[config.mk]
export PLATFORM = sky130hd
export DESIGN_NAME = branch_cmp_pipe
export DESIGN_NICKNAME = d
export VERILOG_FILES = /design/src/rtl/branch_cmp_pipe.sv
export SDC_FILE = /design/constraint.sdc
export NUM_CORES = 1
export LEC_CHECK = 0
export ABC_CLOCK_PERIOD_IN_PS = 5700
export BUFFER_PORTS_ARGS = -buffer_cell sky130_fd_sc_hd__buf_2
export CAP_MARGIN = 0
export CORE_AREA = 2 2 95 60
export DETAILED_ROUTE_END_ITERATION = 16
export DIE_AREA = 0 0 97 62
export PLACE_DENSITY = 0.85
export SETUP_SLACK_MARGIN = 0.1
export SKIP_CTS_REPAIR_TIMING = 1
export SYNTH_ARGS = -nofsm -noshare
export SYNTH_HDL_FRONTEND = slang
export SYNTH_SLANG_ARGS = --single-unit
[constraint.sdc]
create_clock -name clk -period 5.7 [get_ports clk]
set_input_delay 0.285 -clock clk [delete_from_list [all_inputs] [get_ports clk]]
set_output_delay 0.285 -clock clk [all_outputs]
set_load 0.1 [all_outputs]
[src/rtl/branch_cmp_pipe.sv]
// Registered branch-condition unit: evaluates an equality/unsigned/signed/zero compare,
// holds the verdict in a one-entry valid/ready stage, and counts delivered branches.
module branch_cmp_pipe #(
    parameter int WIDTH = 32,
    parameter int CNT_W = 16
) (
    input  logic             clk,
    input  logic             reset,
    input  logic             in_valid,
    output logic             in_ready,
    input  logic [WIDTH-1:0] a,
    input  logic [WIDTH-1:0] b,
    input  logic [3:0]       op,
    input  logic             flush,
    output logic             out_valid,
    input  logic             out_ready,
    output logic             taken,
    output logic             illegal,
    output logic [CNT_W-1:0] branch_cnt,
    output logic [CNT_W-1:0] taken_cnt
);

    typedef enum logic {EMPTY, FULL} state_t;

    localparam logic [CNT_W-1:0] CNT_MAX = '1;

    state_t state;
    logic   eq, ult, slt, a_zero, a_neg;
    logic   v_taken, v_illegal;
    logic   capture, deliver;

    assign eq     = (a == b);
    assign ult    = (a < b);
    assign slt    = ($signed(a) < $signed(b));
    assign a_zero = (a == '0);
    assign a_neg  = a[WIDTH-1];

    // Every condition is derived from three primitive compares plus the sign/zero of a.
    always_comb begin
        v_taken   = 1'b0;
        v_illegal = 1'b0;
        case (op)
            4'd0:    v_taken = eq;
            4'd1:    v_taken = !ult;
            4'd2:    v_taken = !ult && !eq;
            4'd3:    v_taken = ult || eq;
            4'd4:    v_taken = ult;
            4'd5:    v_taken = !eq;
            4'd6:    v_taken = !slt;
            4'd7:    v_taken = !slt && !eq;
            4'd8:    v_taken = slt || eq;
            4'd9:    v_taken = slt;
            4'd10:   v_taken = !a_neg;
            4'd11:   v_taken = !a_neg && !a_zero;
            4'd12:   v_taken = a_neg || a_zero;
            4'd13:   v_taken = a_neg;
            default: v_illegal = 1'b1;
        endcase
    end

    assign out_valid = (state == FULL);
    assign in_ready  = !out_valid || out_ready;
    assign capture   = in_valid && in_ready && !flush;
    assign deliver   = out_valid && out_ready;

    always_ff @(posedge clk) begin
        if (reset) begin
            state      <= EMPTY;
            taken      <= 1'b0;
            illegal    <= 1'b0;
            branch_cnt <= '0;
            taken_cnt  <= '0;
        end else begin
            // A delivery counts even when flush drops the stage in the same cycle.
            if (deliver && !illegal) begin
                if (branch_cnt != CNT_MAX) branch_cnt <= branch_cnt + 1'b1;
                if (taken && taken_cnt != CNT_MAX) taken_cnt <= taken_cnt + 1'b1;
            end
            if (capture) begin
                state   <= FULL;
                taken   <= v_taken;
                illegal <= v_illegal;
            end else if (flush || deliver) begin
                state <= EMPTY;
            end
        end
    end

endmodule
# Word-level counts from Yosys, hierarchy flattened
# Index checks and enable logic that the tools add are counted.
# Widths: inputs -> output; s select.
[word_totals] inputBits=73 output_inout_bits=36 ff_bits=35 wordCells=56
[op_classes] n_lt_le_gt_ge=2 muxes=4 n_addsub=2 n_eq_ne=16 reduce_logical=27
[op_table] cell="$lt 32x32->1" count=2
[op_table] cell="$add 16x1->16 const B" count=2
[op_table] cell="$eq 32x32->1" count=1
[op_table] cell="$logic_not 32->1" count=1
[op_table] cell="$ne 16x16->1 const B" count=2
[op_table] cell="$eq 4x4->1 const B" count=6
[op_table] cell="$eq 4x3->1 const B" count=4
[op_table] cell="$pmux 1 s14" count=1
[op_table] cell="$reduce_or 14->1" count=1
[op_table] cell="$eq 4x2->1 const B" count=2
[op_table] cell="$logic_and 1x1->1" count=8
[op_table] cell="$logic_not 1->1" count=8
[op_table] cell="$logic_or 1x1->1" count=5
[op_table] cell="$eq 4x1->1 const B" count=1
[op_table] cell="$logic_not 4->1" count=1
[op_table] cell="$reduce_and 2->1" count=2
[op_table] cell="$mux 1" count=3
[op_table] cell="$reduce_bool 2->1" count=1

# Longest topological paths before layout
# Gate-level depths: netlist (run 1).
[depth] depth_word=5 depth_mapped=9

# Least setup slack after synthesis (run 1)
# OpenSTA, ideal clock, no wires.
[synth_timing] kind="reg2reg" startpoint="register branch_cnt[0]" endpoint="register branch_cnt[8]" stages_incl_launch_ff=9 t_required_ps=5572 n_path_buf=0 path_slack_ps=3177 setup_time_ps=128 arrival_ps=2395 synth_period_minus_slack_ps=2523 path_cell_list="dfxtp_1 ha_1 nand2_1 nor3_1 a21oi_1 and2b_1 nand3_1 xor2_1 nor2_1"
[synth_between] elab_chain_len=2 word_cells_on_any_way=3 classes_between="add/sub: 1; eq/ne: 1; reduce/logical: 1"
[synth_rtl] element="start, declared" line="19" text="output logic [CNT_W-1:0] branch_cnt,"
[synth_rtl] element="start signal, assigned" line="76" text="if (branch_cnt != CNT_MAX) branch_cnt <= branch_cnt + 1'b1;"
[synth_rtl] element="parallel branches: the longest is 2 deep, another holds $add 16x1->16"
# Several ways; the timed one is not identified.
# A chain may end at the register's enable or synchronous reset.

# Worst setup path in the final report (run 1)
[layout_timing] startpoint="input port a[31]" endpoint="register taken"
[layout_between] elab_chain_len=4 word_cells_on_any_way=16 classes_between="order compare: 2; eq/ne: 1; mux: 1; reduce/logical: 12"
[layout_rtl] element="start, declared" line="11" text="input logic [WIDTH-1:0] a,"
[layout_rtl] element="$lt 32x32->1 (tied with other cells)" line="34" text="assign slt = ($signed(a) < $signed(b));"
[layout_rtl] element="$logic_not 1->1, on equally long branches"
[layout_rtl] element="$logic_and 1x1->1, on equally long branches" line="50, 45, 54"
[layout_rtl] element="$pmux 1 s14 *" line="42" text="case (op)"
[layout_rtl] element="end signal, assigned" line="81" text="taken <= v_taken;"
[layout_rtl] element="end, declared" line="17" text="output logic taken,"
# Every way passes the cells marked *; elsewhere a longest branch is shown, timed or not.

==> flow_summary.yaml, run 1 <==
critical_path:
  required_ns: 5.87
  cp-start-kind: "input port"
  r2r_start: "branch_cnt[7]$_SDFFE_PP0P_"
  criticalPathCategory: "input port to flop"
  rr_worst_depth: 7
  cp.arrival_ns: 2.51
  end_kind: "flop"
  regToRegEndpoint: "branch_cnt[10]$_SDFFE_PP0P_"
  crit_fanout: 7
  r2r_slack_ns: 3.67
worst_hold_path:
  holdPathEnd: "out_valid$_SDFFE_PP0P_"
  min_from: "flush"
  hold_class: "input port to flop"
  min_delay_path_depth: 2
synthesis:
  ys_types: 48
  synth_top_area_share_pct: 26.2
  synth_fa_ha_area_share_pct: 15.9
  syn_inst: 348
  async_flop_share_pct: 0
  synth_most_common_cell: "nor2_1"
  synth.area.top_cells: "dfxtp_1 (26%), ha_1 (16%), xor2_1 (6.6%)"
  synth-xor-area-share_pct: 9.51
  ys_seq_area_share_pct: 26.2
  synthMuxAreaShare_pct: 1.92
  postSynthAreaPerCell_sq_um: 7.68
  synth-edff-count: 0
  synthSimpleGateAreaFrac_pct: 29.7
  synth_area_sq_um: 2670
  yosys_warnings: 0
  ys.flop_type: "dfxtp_1"
  synth_compound_area_share_pct: 10.1
  syn-num-nets: 455
  yosys-top-cells-count: "nor2_1 (44), inv_1 (38), dfxtp_1 (35)"
  synth_top_family_by_area: "simple AND/OR/NAND/NOR gates"
  ys_seq_elements: 35
  yosysTopAreaCell: "dfxtp_1"
floorplan:
  ios: 109
  die_h_um: 62
  dieWidth_um: 97
  rows: 21
  initial_core_util_pct: 50.6
  dieArea_sq_um: 6010
  core_area_sq_um: 5280
detailed_routing:
  routed_wl_um: 6720
  drc_errors: 0
  routed-via-count: 2749
  wl_per_cell_um: 12.8
  first_pass_iters: 4
  drt_iter0_markers: 129
  ant_nets: 0
  via_per_inst: 5.26
final_layout:
  nets: 562
  antenna_cells: 0
  post-route-util_pct: 63.2
  area_growth_pct: 25.0
  fillers: 475
  drive_gt1_share_pct: 26.9
cts:
  clock_path_buffers: 2
  htree_num_levels: 2
  clock-root-buffer: "clkbuf_8"
  cts_buffers: 5
  clock_latency_ns: 0.28
  clk_pin_slew_ns: 0.06
  cts_tree: "done"
  clkSinkCount: 35
global_route:
  track_usage_pct: 22.1
  gr-total-overflow: 0
  grt_pass1_wl_um: 10800
  grt_max_degree: 36
  grt_pass1_vias: 2446
  antenna_found_initial: 0
job:
  cap_viol_max_count: 0
power_and_ir_drop:
  p_leak_nw: 1.66
  ir_drop_v: 0.0000672
  power_density_nw_per_um2: 159
  p_total_uw: 530
sta:
  skew_ns: 0.00508
  tightest_slew_ns: 0.630
  finalMaxSlewViolations: 0
  final.period_utilization_pct: 41.0
  finalSetupTns_ns: 0
  hold_viol_final: 0
  finalCriticalPeriod_ns: 2.34
  clock.fmax_mhz: 428
  rsz0062_at_grt: "false"
  relSlewSlack_pct: 58.0
  finalSetupViolations: 0
placed_design:
  port_buffers: 108
  dp_hpwl_um: 5500
  gp_congestion: 0.828
outcome:
  outcome: "finished clean"
-- worst max path at each step --
stage,startpoint,to,slack [ns],cells past startpoint
2_1_floorplan,branch_cnt[0]$_SDFFE_PP0P_,branch_cnt[8]$_SDFFE_PP0P_,3.18,8
3_3_place_gp,a[31],taken$_SDFFE_PP0P_,3.21,9
3_5_place_dp,a[31],taken$_SDFFE_PP0P_,3.13,9
4_1_cts,a[31],taken$_SDFFE_PP0P_,3.43,9
5_1_grt,a[31],taken$_SDFFE_PP0P_,3.28,9
6_report,a[31],taken$_SDFFE_PP0P_,3.36,9
-- report_power, final --
group,switching (mW),internal [mW]
Sequential,0.00122,0.246
Clock,0.0813,0.0813
Combinational,0.0689,0.0513
Total,0.151,0.378
-- critical path, stage by stage --
cell	delay [ns]
buf_2	0.11
ha_1	0.40
nand4_1	0.18
nor3_2	0.40
nand4_1	0.27
a211oi_1	0.30
mux2i_1	0.11
nor4bb_1	0.15
o31a_1	0.30
-- metrics by stage --
step | hold WS (ns) | instances | worst slack [ns] | area, sq um
floorplan | 0.364 | 348 | 3.18 | 2670
global placement | 0.467 | 517 | 3.21 | 3270
detailed placement | 0.475 | 517 | 3.13 | 3270
CTS | 0.168 | 523 | 3.43 | 3340
global route | 0.171 | 523 | 3.28 | 3340
finish | 0.184 | 523 | 3.36 | 3340
-- per-layer routing --
metal	up-vias	track usage [%]	wire [um]
li1	1420	-	-
met1	1220	30.0	3290
met2	98	35.6	2860
met3	11	5.93	488
met4	0	6.24	81
met5	-	0	0
-- area by class of cell --
cell class                      count  area, sq um  share of cell area (%)
Tap cell                           69         86.3                    2.59
Clock buffer                        6         72.6                    2.17
Multi-Input combinational cell    267         1800                    53.8
Inverter                           38          143                    4.27
Sequential cell                    35          701                    21.0
Timing Repair Buffer              108          541                    16.2
-- registers in the layout (all words and copies together), names as in the netlist --
signal and cells:
taken 1, illegal 1, out_valid 1, branch_cnt 16, taken_cnt 16
-- cell families after synthesis --
kind of cell    Yosys count
compound gates           42
xor+xnor                 29
fa+ha+maj                34
buf+inv                  46
flops                    35
mux                       5
simple gates            157
-- layout by cell type (no fill, tap or decap), drive strengths merged, types with 2 or more instances in the layout --
master	n
nand4	10
buf	108
and3	5
a31oi	2
nor2	44
a21oi	19
nand3	19
dfxtp	35
a2111oi	2
nand2	32
nor2b	5
ha	34
xnor2	9
clkbuf	6
and4	2
o21ai	8
nand3b	4
or2	2
nor4	10
mux2i	4
inv	38
nand2b	3
xor2	20
nor3	13
No activity file was read; power rests on OpenSTA's default activity.
==> run 2: changes to the inputs <==
- ABC_AREA: unset -> 1
- ABC_CLOCK_PERIOD_IN_PS: 5700 -> 1900
- CORE_AREA: 2 2 95 60 -> 2 2 107 67
- DIE_AREA: 0 0 97 62 -> 0 0 109 69
- PLACE_DENSITY: 0.85 -> 0.75
- clock period: 5.7 -> 1.9 ns (I/O delays scaled with it)
==> flow_summary.yaml, run 2 <==
final_layout:
  top_regs: "branch_cnt x16, taken_cnt x16"
  antenna_cells: 0
  area_growth_pct: 37.6
  drive_gt1_share_pct: 36.6
  stdcell_area_sq_um: 3950
  layout_common_cells: "buf_2 (108), nand2_1 (95), inv_1 (77)"
  nets: 685
  layout_commonest_cell: "buf_2"
  finalNonFillerCells: 666
  post-route-util_pct: 60.5
sta:
  hold_viol_final: 0
  finalCriticalPeriod_ns: 1.90
  clock.fmax_mhz: 527
  skew_ns: 0.0104
  relSlewSlack_pct: 63.5
  fin_ws_ns: 0.00401
  hold_ws_ns: 0.0530
  finalSetupTns_ns: 0
  tightest_slew_ns: 0.547
  rsz0062_at_grt: "true"
  finalMaxSlewViolations: 0
  final.period_utilization_pct: 99.8
  finalSetupViolations: 0
power_and_ir_drop:
  combPwrFrac_pct: 23.2
  p_total_mw: 1.68
  ir_drop_v: 0.000271
  internal_power_mw: 1.17
  power_frac_seq_pct: 42.7
  p_leak_nw: 2.06
  switching_share_pct: 30.3
  p_sw_uw: 509
  pwr-share-clk_pct: 34.1
  power_density_nw_per_um2: 424
synthesis:
  synth_most_common_cell: "nand2_1"
  synthSimpleGateAreaFrac_pct: 34.5
  synthMuxAreaShare_pct: 0
  synth_fa_ha_area_share_pct: 14.8
  synth.area.top_cells: "dfxtp_1 (24%), ha_1 (15%), nand2_1 (13%)"
  synth-xor-area-share_pct: 0.915
  ys_seq_elements: 35
  synth_top_family_by_area: "simple AND/OR/NAND/NOR gates"
  async_flop_share_pct: 0
  yosysTopAreaCell: "dfxtp_1"
  yosys_warnings: 0
  ys.flop_type: "dfxtp_1"
  synth_compound_area_share_pct: 13.5
  synth-edff-count: 0
  ys_seq_area_share_pct: 24.4
  synth_area_sq_um: 2870
  yosys-top-cells-count: "nand2_1 (97), inv_1 (82), nor2_1 (65)"
  syn-num-nets: 553
  postSynthAreaPerCell_sq_um: 6.44
  syn_inst: 446
  ys_types: 33
  synth_top_area_share_pct: 24.4
outcome:
  outcome: "finished clean"
detailed_routing:
  first_pass_iters: 4
  routed-via-count: 3125
  routed_wl_um: 7430
  drt_iter0_markers: 174
  via_per_inst: 4.69
  wl_per_cell_um: 11.2
  drc_errors: 0
  ant_nets: 0
critical_path:
  slowest_delay_ns: 0.35
  startpoint: "taken_cnt[0]$_SDFFE_PP0P_"
  rr_worst_depth: 14
  critPathTopFamily: "simple AND/OR/NAND/NOR gates"
  r2r_slack_ns: 0.004
  crit_cells: 14
  cp.arrival_ns: 2.08
  cp-start-kind: "flop"
  critPathBufInv: 1
  critPathSlowestCell: "dfxtp_4"
  criticalPathCategory: "flop to flop"
  critPathCapture: "taken_cnt[13]$_SDFFE_PP0P_"
  required_ns: 2.08
  worstPathCellList: "ha_4 -> nand3_2 -> nor2_2 -> nand2_1 -> nor2_1 -> nand3_1 -> nand3_2 -> nor2_4 -> nand3_4 -> nor4_4 -> buf_4 -> nand3_1 -> nand2_1 -> a21oi_1"
  r2r_start: "taken_cnt[0]$_SDFFE_PP0P_"
  crit_fanout: 5
  regToRegEndpoint: "taken_cnt[13]$_SDFFE_PP0P_"
  end_kind: "flop"
placed_design:
  dp_hpwl_um: 6110
  pre_cts_ws_ns: -0.0285
  post_dp_cell_area_sq_um: 3740
  dp_cells: 650
  port_buffers: 108
  gp_congestion: 0.888
floorplan:
  ios: 109
  dieWidth_um: 109
  initial_core_util_pct: 44.0
  dieArea_sq_um: 7520
  core_area_sq_um: 6530
  rows: 23
  die_h_um: 69
global_route:
  track_usage_pct: 19.5
  antenna_found_initial: 0
  gr-total-overflow: 0
  grt_max_degree: 21
  grt_pass1_wl_um: 12100
  grt_pass1_vias: 2851
cts:
  clock-root-buffer: "clkbuf_8"
  clkSinkCount: 35
  clock_latency_ns: 0.29
  cts_buffers: 5
  htree_num_levels: 2
  cts_tree: "done"
  clock_path_buffers: 2
  clk_pin_slew_ns: 0.08
job:
  cap_viol_max_count: 0
worst_hold_path:
  hold_class: "input port to flop"
-- run 2: final cells by class --
| type | count | area [sq um] |
|---|---|---|
| Inverter | 85 | 319 |
| Fill cell | 639 | 2580 |
| Multi-Input combinational cell | 323 | 1950 |
| Sequential cell | 35 | 788 |
| Tap cell | 87 | 109 |
| Timing Repair Buffer | 128 | 693 |
| Clock inverter | 1 | 5.00 |
| Clock buffer | 7 | 86.3 |
-- run 2: kinds of logic (layout without fill, tap and decap cells) --
| logic type | after synthesis | count (layout) |
|---|---|---|
| flops | 35 | 35 |
| simple gates | 217 | 217 |
| compound gates | 69 | 69 |
| fa+ha+maj | 34 | 34 |
| buf+inv | 88 | 221 |
| xor+xnor | 3 | 3 |
-- run 2: metal layers --
metal	vias up	track usage (%)	share of wire, %
met5	-	0	0
met4	0	3.99	1.1
met3	9	4.54	5.5
met2	68	31.5	44
met1	1360	26.4	49
li1	1688	-	-
-- run 2: worst min path at each step --
| stage | to | start | slack [ns] | cells after the start |
|---|---|---|---|---|
| 2_1_floorplan | out_valid$_SDFFE_PP0P_ | flush | 0.16 | 1 |
| 3_3_place_gp | out_valid$_SDFFE_PP0P_ | flush | 0.27 | 2 |
| 3_5_place_dp | out_valid$_SDFFE_PP0P_ | flush | 0.27 | 2 |
| 4_1_cts | out_valid$_SDFFE_PP0P_ | flush | -0.04 | 2 |
| 5_1_grt | out_valid$_SDFFE_PP0P_ | in_valid | 0.06 | 3 |
| 6_report | out_valid$_SDFFE_PP0P_ | in_valid | 0.05 | 3 |
-- run 2: power groups by stage --
stage               Sequential (mW)  Combinational [mW]  Clock, mW
CTS                           0.717               0.384      0.590
global placement              0.734               0.369          0
finish                        0.717               0.389      0.572
floorplan                     0.762               0.207          0
global route                  0.717               0.443      0.630
detailed placement            0.734               0.382          0
-- run 2: worst reg2reg max path: cells and delay by family (launching register included) --
kind	cells	cell delay, ns
AOI/OAI and AO/OA	1	0.04
adders and majority gates	1	0.16
buffers and inverters	1	0.17
DFF	1	0.35
and+or+nand+nor	11	1.08
